### src/rtl/hunt_round_ctl_pkg.sv
// ============================================================================
//  Module      : hunt_round_ctl_pkg
//  Description : Shared state encoding, game defaults and fly-limit helper
//                for the Duck Hunt round controller.
//  Revision    : 1.0 - initial release
// ============================================================================
`default_nettype none

package hunt_round_ctl_pkg;

    typedef enum logic [2:0] {
        IDLE   = 3'd0,
        ARM    = 3'd1,
        FLY    = 3'd2,
        HIT    = 3'd3,
        ESCAPE = 3'd4,
        NEXT   = 3'd5,
        DONE   = 3'd6
    } hunt_state_t;

    localparam int HUNT_TOTAL_DUCKS  = 10;
    localparam int HUNT_FLY_FRAMES   = 300;
    localparam int HUNT_PAUSE_FRAMES = 60;
    localparam int HUNT_PASS_HITS    = 6;

    localparam int HUNT_RAMP_STEP    = 16;
    localparam int HUNT_RAMP_MIN     = 32;

    // Later ducks fly for a shorter time, but never below HUNT_RAMP_MIN frames.
    function automatic logic [9:0] hunt_ramp_limit(input int fly_frames,
                                                   input logic [3:0] idx);
        int lim;
        lim = fly_frames - HUNT_RAMP_STEP * int'(idx);
        if (lim < HUNT_RAMP_MIN) begin
            lim = HUNT_RAMP_MIN;
        end
        return lim[9:0];
    endfunction

endpackage

`default_nettype wire

### src/rtl/hunt_round_ctl_frame_timer.sv
// ============================================================================
//  Module      : hunt_round_ctl_frame_timer
//  Description : 10-bit frame counter with synchronous clear; done flags
//                count == limit and the counter holds there.
//  Revision    : 1.0 - initial release
// ============================================================================
`default_nettype none

module hunt_round_ctl_frame_timer (
    input  logic       clk,
    input  logic       rst,
    input  logic       clear,
    input  logic       frame_tick,
    input  logic [9:0] limit,
    output logic       done
);

    logic [9:0] count_d;
    logic [9:0] count_q;

    assign done = (count_q == limit);

    // A tick arriving together with a clear is dropped on purpose.
    always_comb begin
        count_d = count_q;
        if (clear) begin
            count_d = '0;
        end else if (frame_tick && !done) begin
            count_d = count_q + 10'd1;
        end
    end

    always_ff @(posedge clk or negedge rst) begin
        if (!rst) begin
            count_q <= '0;
        end else begin
            count_q <= count_d;
        end
    end

endmodule

`default_nettype wire

### src/rtl/hunt_round_ctl.sv
// ============================================================================
//  Module      : hunt_round_ctl
//  Description : Sequences one Duck Hunt game: arm, fly, hit/escape, next duck,
//                and reports the final score. Optional per-duck fly-time ramp
//                is enabled with HUNT_DIFFICULTY_RAMP_EN.
//  Revision    : 1.0 - initial release
// ============================================================================
`default_nettype none

module hunt_round_ctl
    import hunt_round_ctl_pkg::*;
#(
    parameter int TOTAL_DUCKS  = HUNT_TOTAL_DUCKS,
    parameter int FLY_FRAMES   = HUNT_FLY_FRAMES,
    parameter int PAUSE_FRAMES = HUNT_PAUSE_FRAMES,
    parameter int PASS_HITS    = HUNT_PASS_HITS
) (
    input  logic       clk,
    input  logic       rst,
    input  logic       game_enable,
    input  logic       frame_tick,
    input  logic       duck_hit,
    input  logic       out_of_bullets,
    output logic       hunt_start,
    output logic [3:0] duck_index,
    output logic [3:0] hit_count,
    output logic       duck_escaped,
    output logic       game_finished,
    output logic       round_passed
);

    localparam logic [9:0] C_PAUSE_LIMIT = 10'(PAUSE_FRAMES);
    localparam logic [3:0] C_LAST_IDX    = 4'(TOTAL_DUCKS - 1);
    localparam logic [4:0] C_PASS_HITS   = 5'(PASS_HITS);

    hunt_state_t state_d, state_q;

    logic [3:0] duck_index_d,    duck_index_q;
    logic [3:0] hit_count_d,     hit_count_q;
    logic       hunt_start_d,    hunt_start_q;
    logic       duck_escaped_d,  duck_escaped_q;
    logic       game_finished_d, game_finished_q;
    logic       round_passed_d,  round_passed_q;

    logic       timer_clear;
    logic       timer_done;
    logic [9:0] timer_limit;
    logic [9:0] fly_limit;

`ifdef HUNT_DIFFICULTY_RAMP_EN
    logic [9:0] fly_limit_d, fly_limit_q;

    // Latched on ARM entry so the limit is stable for the whole ARM/FLY span.
    always_comb begin
        fly_limit_d = fly_limit_q;
        if ((state_d == ARM) && (state_q != ARM)) begin
            fly_limit_d = hunt_ramp_limit(FLY_FRAMES, duck_index_d);
        end
    end

    always_ff @(posedge clk or negedge rst) begin
        if (!rst) begin
            fly_limit_q <= hunt_ramp_limit(FLY_FRAMES, 4'd0);
        end else begin
            fly_limit_q <= fly_limit_d;
        end
    end

    assign fly_limit = fly_limit_q;
`else
    localparam logic [9:0] C_FLY_LIMIT = 10'(FLY_FRAMES);

    assign fly_limit = C_FLY_LIMIT;
`endif

    assign timer_limit = (state_q == FLY) ? fly_limit : C_PAUSE_LIMIT;
    assign timer_clear = (state_d != state_q);

    hunt_round_ctl_frame_timer u_frame_timer (
        .clk        (clk),
        .rst        (rst),
        .clear      (timer_clear),
        .frame_tick (frame_tick),
        .limit      (timer_limit),
        .done       (timer_done)
    );

    always_comb begin
        state_d      = state_q;
        duck_index_d = duck_index_q;
        hit_count_d  = hit_count_q;

        // Score and index survive a drop to IDLE; they clear only on a new game.
        if (!game_enable) begin
            state_d = IDLE;
        end else begin
            case (state_q)
                IDLE: begin
                    state_d      = ARM;
                    duck_index_d = '0;
                    hit_count_d  = '0;
                end
                ARM: begin
                    if (timer_done) begin
                        state_d = FLY;
                    end
                end
                FLY: begin
                    if (duck_hit) begin
                        state_d     = HIT;
                        hit_count_d = (hit_count_q == 4'hF) ? 4'hF : hit_count_q + 4'd1;
                    end else if (timer_done || out_of_bullets) begin
                        state_d = ESCAPE;
                    end
                end
                HIT, ESCAPE: begin
                    if (timer_done) begin
                        state_d = NEXT;
                    end
                end
                NEXT: begin
                    if (duck_index_q == C_LAST_IDX) begin
                        state_d = DONE;
                    end else begin
                        state_d      = ARM;
                        duck_index_d = duck_index_q + 4'd1;
                    end
                end
                DONE: begin
                    state_d = DONE;
                end
                default: begin
                    state_d = IDLE;
                end
            endcase
        end

        hunt_start_d    = (state_d == FLY);
        duck_escaped_d  = (state_d == ESCAPE) && (state_q != ESCAPE);
        game_finished_d = (state_d == DONE);
        round_passed_d  = (state_d == DONE) && ({1'b0, hit_count_d} >= C_PASS_HITS);
    end

    always_ff @(posedge clk or negedge rst) begin
        if (!rst) begin
            state_q         <= IDLE;
            duck_index_q    <= '0;
            hit_count_q     <= '0;
            hunt_start_q    <= 1'b0;
            duck_escaped_q  <= 1'b0;
            game_finished_q <= 1'b0;
            round_passed_q  <= 1'b0;
        end else begin
            state_q         <= state_d;
            duck_index_q    <= duck_index_d;
            hit_count_q     <= hit_count_d;
            hunt_start_q    <= hunt_start_d;
            duck_escaped_q  <= duck_escaped_d;
            game_finished_q <= game_finished_d;
            round_passed_q  <= round_passed_d;
        end
    end

    assign hunt_start    = hunt_start_q;
    assign duck_index    = duck_index_q;
    assign hit_count     = hit_count_q;
    assign duck_escaped  = duck_escaped_q;
    assign game_finished = game_finished_q;
    assign round_passed  = round_passed_q;

endmodule

`default_nettype wire
### config.mk
export PLATFORM = sky130hd
export DESIGN_NAME = hunt_round_ctl
export DESIGN_NICKNAME = d
export VERILOG_FILES = /design/src/rtl/hunt_round_ctl_pkg.sv /design/src/rtl/hunt_round_ctl_frame_timer.sv /design/src/rtl/hunt_round_ctl.sv
export SDC_FILE = /design/constraint.sdc
export NUM_CORES = 1
export LEC_CHECK = 0
export CAP_MARGIN = 5
export CORE_MARGIN = 4
export CORE_UTILIZATION = 50
export CTS_CLUSTER_SIZE = 30
export DETAILED_ROUTE_END_ITERATION = 16
export PLACE_DENSITY = 0.69
export SYNTH_ARGS = -nofsm -noshare
export SYNTH_HDL_FRONTEND = slang
export SYNTH_SLANG_ARGS = --single-unit
export TNS_END_PERCENT = 30
### constraint.sdc
create_clock -name clk -period 4.1 [get_ports clk]
set_input_delay 0.615 -clock clk [delete_from_list [all_inputs] [get_ports clk]]
set_output_delay 0.615 -clock clk [all_outputs]
set_load 0.02 [all_outputs]
==> results_dict.tcl, run 1 <==
set metrics [dict create \
    synth-adder-area-share 0.03987 \
    grt_pass1_wl_mm 5.368 \
    grt_use_met3 0.03339 \
    grt_pass1_vias 1242 \
    synth.distinct_cells 48 \
    port_buffers 17 \
    clk_pin_slew_worst_paths_ns 0.13 \
    fin_skew_ns 0.004678 \
    end_kind "register" \
    critical_path.max_fanout 11 \
    drcViolationCount 0 \
    slew_headroom 0.2770 \
    clkSinkCount 25 \
    fin_util 0.5946 \
    critPathKind "input pin to register" \
    fin_hold_ws_ns 0.5639 \
    synth_top_cell_by_area "dfrtp_1" \
    post-route-period-util 0.5733 \
    ant_nets 0 \
    whs_path_depth 2 \
    synthSimpleGateAreaFrac 0.2711 \
    place_hpwl_mm 2.340 \
    vias_per_cell 5.673 \
    firstDrtPassIters 4 \
    synth_commonest_cells "dfrtp_1 (25), a21oi_1 (14), nand2_1 (11), nor2_2 (11), xnor2_1 (10)" \
    placementRows 20 \
    timing.rr.start "state_q[1]" \
    crit_chain "clkdlybuf4s50_1, nor2b_1, a21oi_1, o32ai_1, o2111ai_4, nor2_2" \
    synthesis.area_sq_um 1569 \
    p_leak_nw 0.7362 \
    max-cap-violations 0 \
    tritoncts "built" \
    synth_edf_count 0 \
    drive_above_1_share 0.1453 \
    routedWlPerCell_um 14.09 \
    start_util 0.5182 \
    htreeDepth 1 \
    finalSetupViolCount 0 \
    io_pins 18 \
    hp-class "register to register" \
    synth_most_common_cell "dfrtp_1" \
    cpPeakStageDelay_ns 0.59 \
    min_period_ns 2.351 \
    core_sq_um 3028 \
    numCtsBuffers 3 \
    cp_top_family "compound AO/OA/AOI/OAI gates" \
    rsz0062_at_grt "false" \
    die_y_um 64.02 \
    max_slew.worst_pin.slew_ns 1.081 \
    clockBufferDepth 2 \
    r2r-end "u_frame_timer.count_q[4]" \
    area_growth_pct 14.75 \
    synth_mux_area_frac 0.02711 \
    grt_max_degree 26 \
    cts_root_buf "clkbuf_4" \
    ys_top_cells_by_area "dfrtp_1 (40%), xnor2_1 (5.6%), a21oi_1 (4.5%)" \
    crit_arrival_ns 2.60 \
    fmax_mhz 425.4 \
    synth.top_cell.area_share 0.3987 \
    cts_hold_repair.buffers 0 \
    ys.flop_type "dfrtp_1" \
    finalWirelength_mm 3.143 \
    via_count 1265 \
    seq_area_frac_synth 0.3987 \
    async_flop_share 1.000 \
    grt_use_total 0.1653 \
    synth_top_family_by_area "simple AND/OR/NAND/NOR gates" \
    cp_slowest_cell "clkdlybuf4s50_1" \
    fin_setup_tns_ns 0 \
    drt_iter0_markers 50 \
    pwr_density_cell_nw_per_um2 224.7 \
    status "finished, final reports clean" \
    required_ns 4.35 \
    r2r_slack_ns 1.94 \
    critPathLaunchType "input pin" \
    yosysWarnings 0 \
    yosys_register_bits 25 \
    overflow 0 \
    die_w_um 64.02 \
    synth_nets 173 \
    cts_resized 0 \
    die_area_sq_um 4098 \
    insertion_delay_ns 0.31 \
    worstHoldEndpoint "u_frame_timer.count_q[9]" \
    synthCells 162 \
    crit_start "duck_hit" \
    path_buf_inv 1 \
    met1_usage 0.1960 \
    hold_start "u_frame_timer.count_q[9]" \
    r2r_cells 5 \
    busiest_layer "met2" \
    avgSynthCellArea_sq_um 9.685 \
    synth-compound-area-share 0.1699 \
    num_antenna_cells 0 \
    drv_slew 0 \
    fin_nets 191 \
    synth_xor_area_frac 0.06140 \
    met2_usage 0.2761 \
    antenna_found_initial 0 \
    post_cts_buffers 0 \
    irDropWorstVdd_mv 0.1735 \
    hold_violations 0 \
    gp_congestion 0.8555 \
]
## routing by layer
metal	up-vias	share of wire
met5	-	0
met2	31	0.47
met4	0	0.031
li1	621	-
met3	8	0.044
met1	605	0.46
## cells by family (layout without fill, tap and decap cells)
kind of cell               after synthesis  count (layout)
and+or+nand+nor                         71              71
AOI/OAI and AO/OA                       34              34
DFF                                     25              25
buffers and inverters                   12              29
xor gates and xnor gates                11              11
adders and majority gates                5               5
muxes                                    4               4
## cell usage in the layout (no fill, tap or decap), types with 4 or more instances in the layout
cell	n
nor3_1	6
dfrtp_1	25
a21oi_1	14
nor2_2	11
nand2_1	11
inv_1	7
nor3b_1	5
nand3_1	4
nor2b_1	4
xnor2_1	10
ha_1	5
nand4_1	5
clkdlybuf4s50_1	17
nor2_1	9
## through the flow
stage	cell area, sq um	power [mW]	std cells	setup WS, ns
floorplan	1569	0.2850	162	2.153
global placement	1774	0.3021	219	1.569
detailed placement	1774	0.3037	219	1.435
CTS	1800	0.4114	223	1.779
global route	1800	0.4273	223	1.640
finish	1800	0.4045	223	1.749
## registers in the layout (all words and copies together) (netlist names)
signal,count
u_frame_timer.count_q,10
duck_index,4
hit_count,4
state_q,3
duck_escaped,1
game_finished,1
hunt_start,1
round_passed,1
## worst max-delay path by stage
stage                               end  slack [ns]  cells after the start
2_1_floorplan  u_frame_timer.count_q[0]        2.15                      5
6_report       u_frame_timer.count_q[4]        1.75                      6
3_3_place_gp   u_frame_timer.count_q[8]        1.57                      6
5_1_grt        u_frame_timer.count_q[5]        1.64                      6
4_1_cts        u_frame_timer.count_q[4]        1.78                      6
3_5_place_dp   u_frame_timer.count_q[8]        1.43                      6
## cell type report
cell class	instances	area, sq um
Sequential cell	25	625.6
Fill cell	286	1227
Tap cell	44	55.05
Inverter	8	30.03
Clock buffer	4	26.28
Multi-Input combinational cell	125	893.4
Timing Repair Buffer	17	170.2
## worst register-to-register path, stage by stage (launching register included)
cell and delay (ns):
dfrtp_1 0.70, nor2b_1 0.35, a21oi_1 0.11, o32ai_1 0.41
o2111ai_4 0.35, nor2_2 0.18
## where the power goes
group	leakage, nW	switching, mW	internal, mW
combinational	0.376	0.0261	0.0167
clock	0.0150	0.0679	0.0380
sequential	0.345	0.00581	0.250
No activity file was read; power rests on OpenSTA's default activity.
==> inputs of run 2 (changes only) <==
--- a/config.mk
+++ b/config.mk
@@ -10,7 +10,7 @@
 export CORE_UTILIZATION = 50
 export CTS_CLUSTER_SIZE = 30
 export DETAILED_ROUTE_END_ITERATION = 16
-export PLACE_DENSITY = 0.69
+export PLACE_DENSITY = 0.72
 export SYNTH_ARGS = -nofsm -noshare
 export SYNTH_HDL_FRONTEND = slang
 export SYNTH_SLANG_ARGS = --single-unit
==> constraint.sdc (replaced) <==
create_clock -name clk -period 1.9 [get_ports clk]
set_input_delay 0.285 -clock clk [delete_from_list [all_inputs] [get_ports clk]]
set_output_delay 0.285 -clock clk [all_outputs]
set_load 0.02 [all_outputs]
==> run 2 against run 1 <==
Compared with the run above:
- the run now ends with negative setup slack left
- cell count rose by 15%
- global-route usage rose by 3.7 points
- via count rose by 15%
- critical path type is now register to register
- largest cell class unchanged
==> results_dict.tcl, run 2 (synthesized netlist as in run 1, its figures left out) <==
set metrics [dict create \
    core_sq_um 3028 \
    slew_headroom 0.7161 \
    max-cap-violations 0 \
    fin_util 0.6967 \
    place_hpwl_mm 2.915 \
    power_switching_uw 245.4 \
    tritoncts "built" \
    dp_cells 250 \
    drive_above_1_share 0.3019 \
    area_growth_pct 34.45 \
    crit_arrival_ns 2.27 \
    fin_cells 256 \
    finalSetupViolCount 15 \
    hold_violations 0 \
    layout_commonest_cell "buf_4" \
    numCtsBuffers 3 \
    fill_cells 236 \
    clockBufferDepth 2 \
    placed_cell_area_sq_um 2019 \
    required_ns 2.13 \
    htreeDepth 1 \
    grt_pass1_wl_mm 6.693 \
    cts_hold_repair.buffers 0 \
    final_cell_mix "buf_4 (32), dfrtp_1 (25), clkdlybuf4s50_1 (17)" \
    r2r_slack_ns -0.14 \
    design_area_sq_um 2110 \
    antenna_found_initial 0 \
    hp-class "input pin to async pin" \
    clk_pin_slew_worst_paths_ns 0.14 \
    seq_area_sq_um 625.6 \
    multi_input_area_sq_um 940.9 \
    p_leak_nw 0.9132 \
    failed_checks "negative setup slack" \
    timing.final.ws_setup_ns -0.1356 \
    overflow 0 \
    pwr_density_cell_nw_per_um2 439.5 \
    irDropWorstVdd_mv 0.2952 \
    ant_nets 0 \
    fmax_mhz 491.2 \
    status "complete, but fails checks" \
    firstDrtPassIters 4 \
    r2r_cells 6 \
    grt_pass1_vias 1440 \
    insertion_delay_ns 0.32 \
    die_y_um 64.02 \
    vias_per_cell 5.684 \
    critPathKind "register to register" \
    sw_frac_of_total 0.2647 \
    post-route-period-util 1.071 \
    end_kind "register" \
    place_ws_ns -0.08890 \
    drt_iter0_markers 64 \
    clkSinkCount 25 \
    fin_nets 224 \
    fin_skew_ns 0.003938 \
    placementRows 20 \
    critical_path.max_fanout 10 \
    timing.rr.start "u_frame_timer.count_q[6]" \
    num_antenna_cells 0 \
    largest_reg_flops 10 \
    drcViolationCount 0 \
    power.share.sequential 0.588 \
    io_pins 18 \
    port_buffers 17 \
    finalWirelength_mm 3.872 \
    pwr-share-comb 0.147 \
    max_slew.worst_pin.slew_ns 0.4250 \
    max_flop_register "u_frame_timer.count_q" \
    gp_congestion 0.8849 \
    drv_slew 0 \
    grt_use_total 0.2028 \
    grt_max_degree 26 \
    cts_root_buf "clkbuf_4" \
    start_util 0.5182 \
    rsz0062_at_grt "true" \
    clock_power_share 0.265 \
    die_w_um 64.02 \
    min_period_ns 2.036 \
    routedWlPerCell_um 15.13 \
    intPower_uw 681.8 \
    die_area_sq_um 4098 \
    critPathLaunchType "register" \
    via_count 1455 \
    r2r-end "u_frame_timer.count_q[7]" \
]
==> run 2: cell count changes in the layout (fill, tap and decap cells not counted), sizes merged <==
| cell | change |
|---|---|
| clkbuf | -1 |
| clkinv | +1 |
| buf | +33 |
==> run 2: how the worst max path moves through the flow <==
stage,start,endpoint,depth (start not counted)
5_1_grt,u_frame_timer.count_q[6],u_frame_timer.count_q[0],6
6_report,u_frame_timer.count_q[6],u_frame_timer.count_q[7],6
3_3_place_gp,u_frame_timer.count_q[6],u_frame_timer.count_q[3],6
3_5_place_dp,u_frame_timer.count_q[6],u_frame_timer.count_q[7],6
2_1_floorplan,u_frame_timer.count_q[6],u_frame_timer.count_q[0],5
4_1_cts,u_frame_timer.count_q[6],u_frame_timer.count_q[7],6
==> run 2: layout make-up <==
cell class | instances | area share
multi-input combinational | 125 | 0.4460
tap | 44 | 0.02610
inverter | 8 | 0.01423
sequential | 25 | 0.2966
clock buffer | 3 | 0.01068
timing repair buffer | 50 | 0.2040
clock inverter | 1 | 0.002372
==> run 2: worst max-delay path, cell delays in order, from the launching register on <==
cell	delay (ns)
dfrtp_1	0.41
or3b_4	0.40
or3b_4	0.44
or3_4	0.36
o2111ai_4	0.11
buf_12	0.17
nor2_2	0.05
==> run 2: metal layers <==
layer,track usage,share of wire,vias up
li1,-,-,686
met2,0.3497,0.51,36
met1,0.2671,0.45,725
met5,0,0,-
met4,0.06469,0.014,0
met3,0.01757,0.032,8
==> run 2: power groups by stage <==
stage	logic, mW	registers [mW]	clock network (mW)
2_1_floorplan	0.0547	0.560	0
3_3_place_gp	0.127	0.555	0
3_5_place_dp	0.132	0.555	0
4_1_cts	0.134	0.545	0.255
5_1_grt	0.149	0.547	0.278
6_report	0.136	0.545	0.246
==> run 2: metrics by stage <==
stage	setup TNS, ns	power (mW)	hold slack, ns
floorplan	-0.4717	0.6149	-0.01059
global placement	-0.5071	0.6819	0.5301
detailed placement	-1.094	0.6876	0.5501
CTS	-1.189	0.9340	0.3154
global route	-2.306	0.9739	0.3320
finish	-1.694	0.9272	0.3079
==> run 2: repair_timing <==
item	CTS	global route
buffers inserted	0	2
pin swaps	2	1
gates resized for setup	3	4
setup endpoints to repair	15	16
==> inputs of run 3 (changes only) <==
--- a/config.mk
+++ b/config.mk
@@ -11,6 +11,7 @@
 export CTS_CLUSTER_SIZE = 30
 export DETAILED_ROUTE_END_ITERATION = 16
 export PLACE_DENSITY = 0.72
+export REMOVE_ABC_BUFFERS = 1
 export SYNTH_ARGS = -nofsm -noshare
 export SYNTH_HDL_FRONTEND = slang
 export SYNTH_SLANG_ARGS = --single-unit
==> run 3 against run 2 <==
Compared with the run above:
- the flow still finishes with violations (negative setup slack)
- total power grew 0.18%
- cell count grew 0.39%
- sequential share of layout area fell by 0.23 points
- worst hold slack improved by 0.0053 ns
- critical endpoint is now u_frame_timer.count_q[1]
- largest power group unchanged
- sequential power about the same
- die area stayed put
- register-to-register slack better by 0.04 ns
- setup slack better by 0.039 ns
==> results_dict.tcl, run 3 (synthesized netlist as in run 1, its figures left out) <==
set metrics [dict create \
    timing.final.ws_setup_ns -0.09690 \
    drive_above_1_share 0.3052 \
    wl_met3_um 169 \
    status "complete, but fails checks" \
    r2r-end "u_frame_timer.count_q[1]" \
    pwr_density_cell_nw_per_um2 437.0 \
    crit_arrival_ns 2.20 \
    cpPeakStageDelay_ns 0.43 \
    cts_root_buf "clkbuf_4" \
    routedWlPerCell_um 15.84 \
    die_w_um 64.02 \
    rsz0062_at_grt "true" \
    critPathLaunchType "register" \
    clockBufferDepth 2 \
    irDropWorstVdd_mv 0.3504 \
    cp_top_family "simple AND/OR/NAND/NOR gates" \
    clk_pin_slew_worst_paths_ns 0.15 \
    intPower_uw 680.7 \
    die_area_sq_um 4098 \
    sw_frac_of_total 0.2672 \
    die_y_um 64.02 \
    core_sq_um 3028 \
    timing.rr.start "u_frame_timer.count_q[6]" \
    insertion_delay_ns 0.32 \
    pwr-share-comb 0.150 \
    clkSinkCount 25 \
    start_util 0.5182 \
    fin_nets 225 \
    drv_slew 0 \
    vias_per_cell 5.646 \
    max-cap-violations 0 \
    min_period_ns 1.997 \
    final_cell_mix "buf_4 (33), dfrtp_1 (25), clkdlybuf4s50_1 (17)" \
    failed_checks "negative setup slack" \
    max_slew.worst_pin.slew_ns 0.4328 \
    clock_power_share 0.263 \
    antenna_found_initial 0 \
    crit_chain "or3b_4, or3b_4, or3_4, o2111ai_4, nor2_2" \
    fin_setup_tns_ns -0.7580 \
    htreeDepth 1 \
    port_buffers 17 \
    cp_slowest_cell "or3b_4" \
    drt_iter0_markers 96 \
    r2r_cells 5 \
    place_hpwl_mm 2.911 \
    via_count 1451 \
    layout_commonest_cell "buf_4" \
    firstDrtPassIters 4 \
    fin_skew_ns 0.01521 \
    io_pins 18 \
    top_layer_used "met4" \
    slew_headroom 0.7109 \
    num_antenna_cells 0 \
    grt_pass1_vias 1531 \
    finalSetupViolCount 14 \
    power.share.sequential 0.588 \
    design_area_sq_um 2126 \
    numCtsBuffers 3 \
    routed-wl-met2_mm 2.078 \
    grt_max_degree 26 \
    hp-class "input pin to async pin" \
    placementRows 20 \
    largest_reg_flops 10 \
    max_flop_register "u_frame_timer.count_q" \
    end_kind "register" \
    required_ns 2.11 \
    m1WireLength_mm 1.746 \
    power_switching_uw 248.2 \
    hold_violations 0 \
    path_buf_inv 0 \
    finalWirelength_mm 4.070 \
    p_leak_nw 0.9106 \
    area_growth_pct 35.49 \
    gp_congestion 0.8657 \
    r2r_slack_ns -0.1 \
    critPathKind "register to register" \
    grt_pass1_wl_mm 7.003 \
    fmax_mhz 500.8 \
    placed_cell_area_sq_um 1999 \
    critical_path.max_fanout 6 \
    drcViolationCount 0 \
    crit_top_cell "or3b_4" \
    tritoncts "built" \
    overflow 0 \
    grt_use_total 0.2133 \
    post-route-period-util 1.051 \
    ant_nets 0 \
]
## run 3: timing repair
item | in CTS | in global routing
pin swaps | 5 | 6
hold buffers | 0 | 0
endpoints found under the hold margin | 0 | 0
gates cloned | 1 | 0
gates resized for setup | 6 | 3
setup endpoints to repair | 14 | 16
setup buffers | 1 | 2
## run 3: worst max path at each step
stage	endpoint	slack (ns)	cells past startpoint	startpoint
after floorplan	u_frame_timer.count_q[0]	-0.05	5	u_frame_timer.count_q[6]
after global placement	round_passed	-0.09	7	game_enable
after detailed placement	u_frame_timer.count_q[9]	-0.20	7	duck_hit
after CTS	u_frame_timer.count_q[1]	-0.09	5	u_frame_timer.count_q[6]
after global routing	u_frame_timer.count_q[1]	-0.16	5	state_q[1]
final	u_frame_timer.count_q[1]	-0.1	5	u_frame_timer.count_q[6]
## run 3: power groups by stage
| stage | combinational, mW | clock, mW | sequential (mW) |
|---|---|---|---|
| floorplan | 0.0492 | 0 | 0.562 |
| finish | 0.139 | 0.244 | 0.546 |
| global route | 0.153 | 0.275 | 0.548 |
| global placement | 0.124 | 0 | 0.555 |
| CTS | 0.139 | 0.249 | 0.546 |
| detailed placement | 0.131 | 0 | 0.556 |
## run 3: area by class of cell
class / count / area [sq um]
Timing Repair Buffer: 50 / 417.9
Tap cell: 44 / 55.05
Clock buffer: 3 / 22.52
Fill cell: 241 / 902.1
Clock inverter: 1 / 5.005
Multi-Input combinational cell: 126 / 969.7
Inverter: 8 / 30.03
Sequential cell: 25 / 625.6
## run 3: stage by stage
step | utilization | setup WS [ns] | cells | hold WS, ns | total power, mW
floorplan | - | -0.04717 | 158 | -0.01059 | 0.6115
global placement | 0.6603 | -0.09318 | 249 | 0.5315 | 0.6793
detailed placement | 0.6603 | -0.1965 | 249 | 0.5407 | 0.6865
CTS | 0.6893 | -0.08602 | 255 | 0.3256 | 0.9336
global route | 0.7021 | -0.1551 | 257 | 0.3300 | 0.9760
finish | 0.7021 | -0.09690 | 257 | 0.3132 | 0.9289
## run 3: layer usage
layer  vias to the layer above  GRT usage
met5                         -          0
met4                         0    0.08086
li1                        694          -
met3                         8    0.03163
met1                       711     0.2719
met2                        38     0.3626
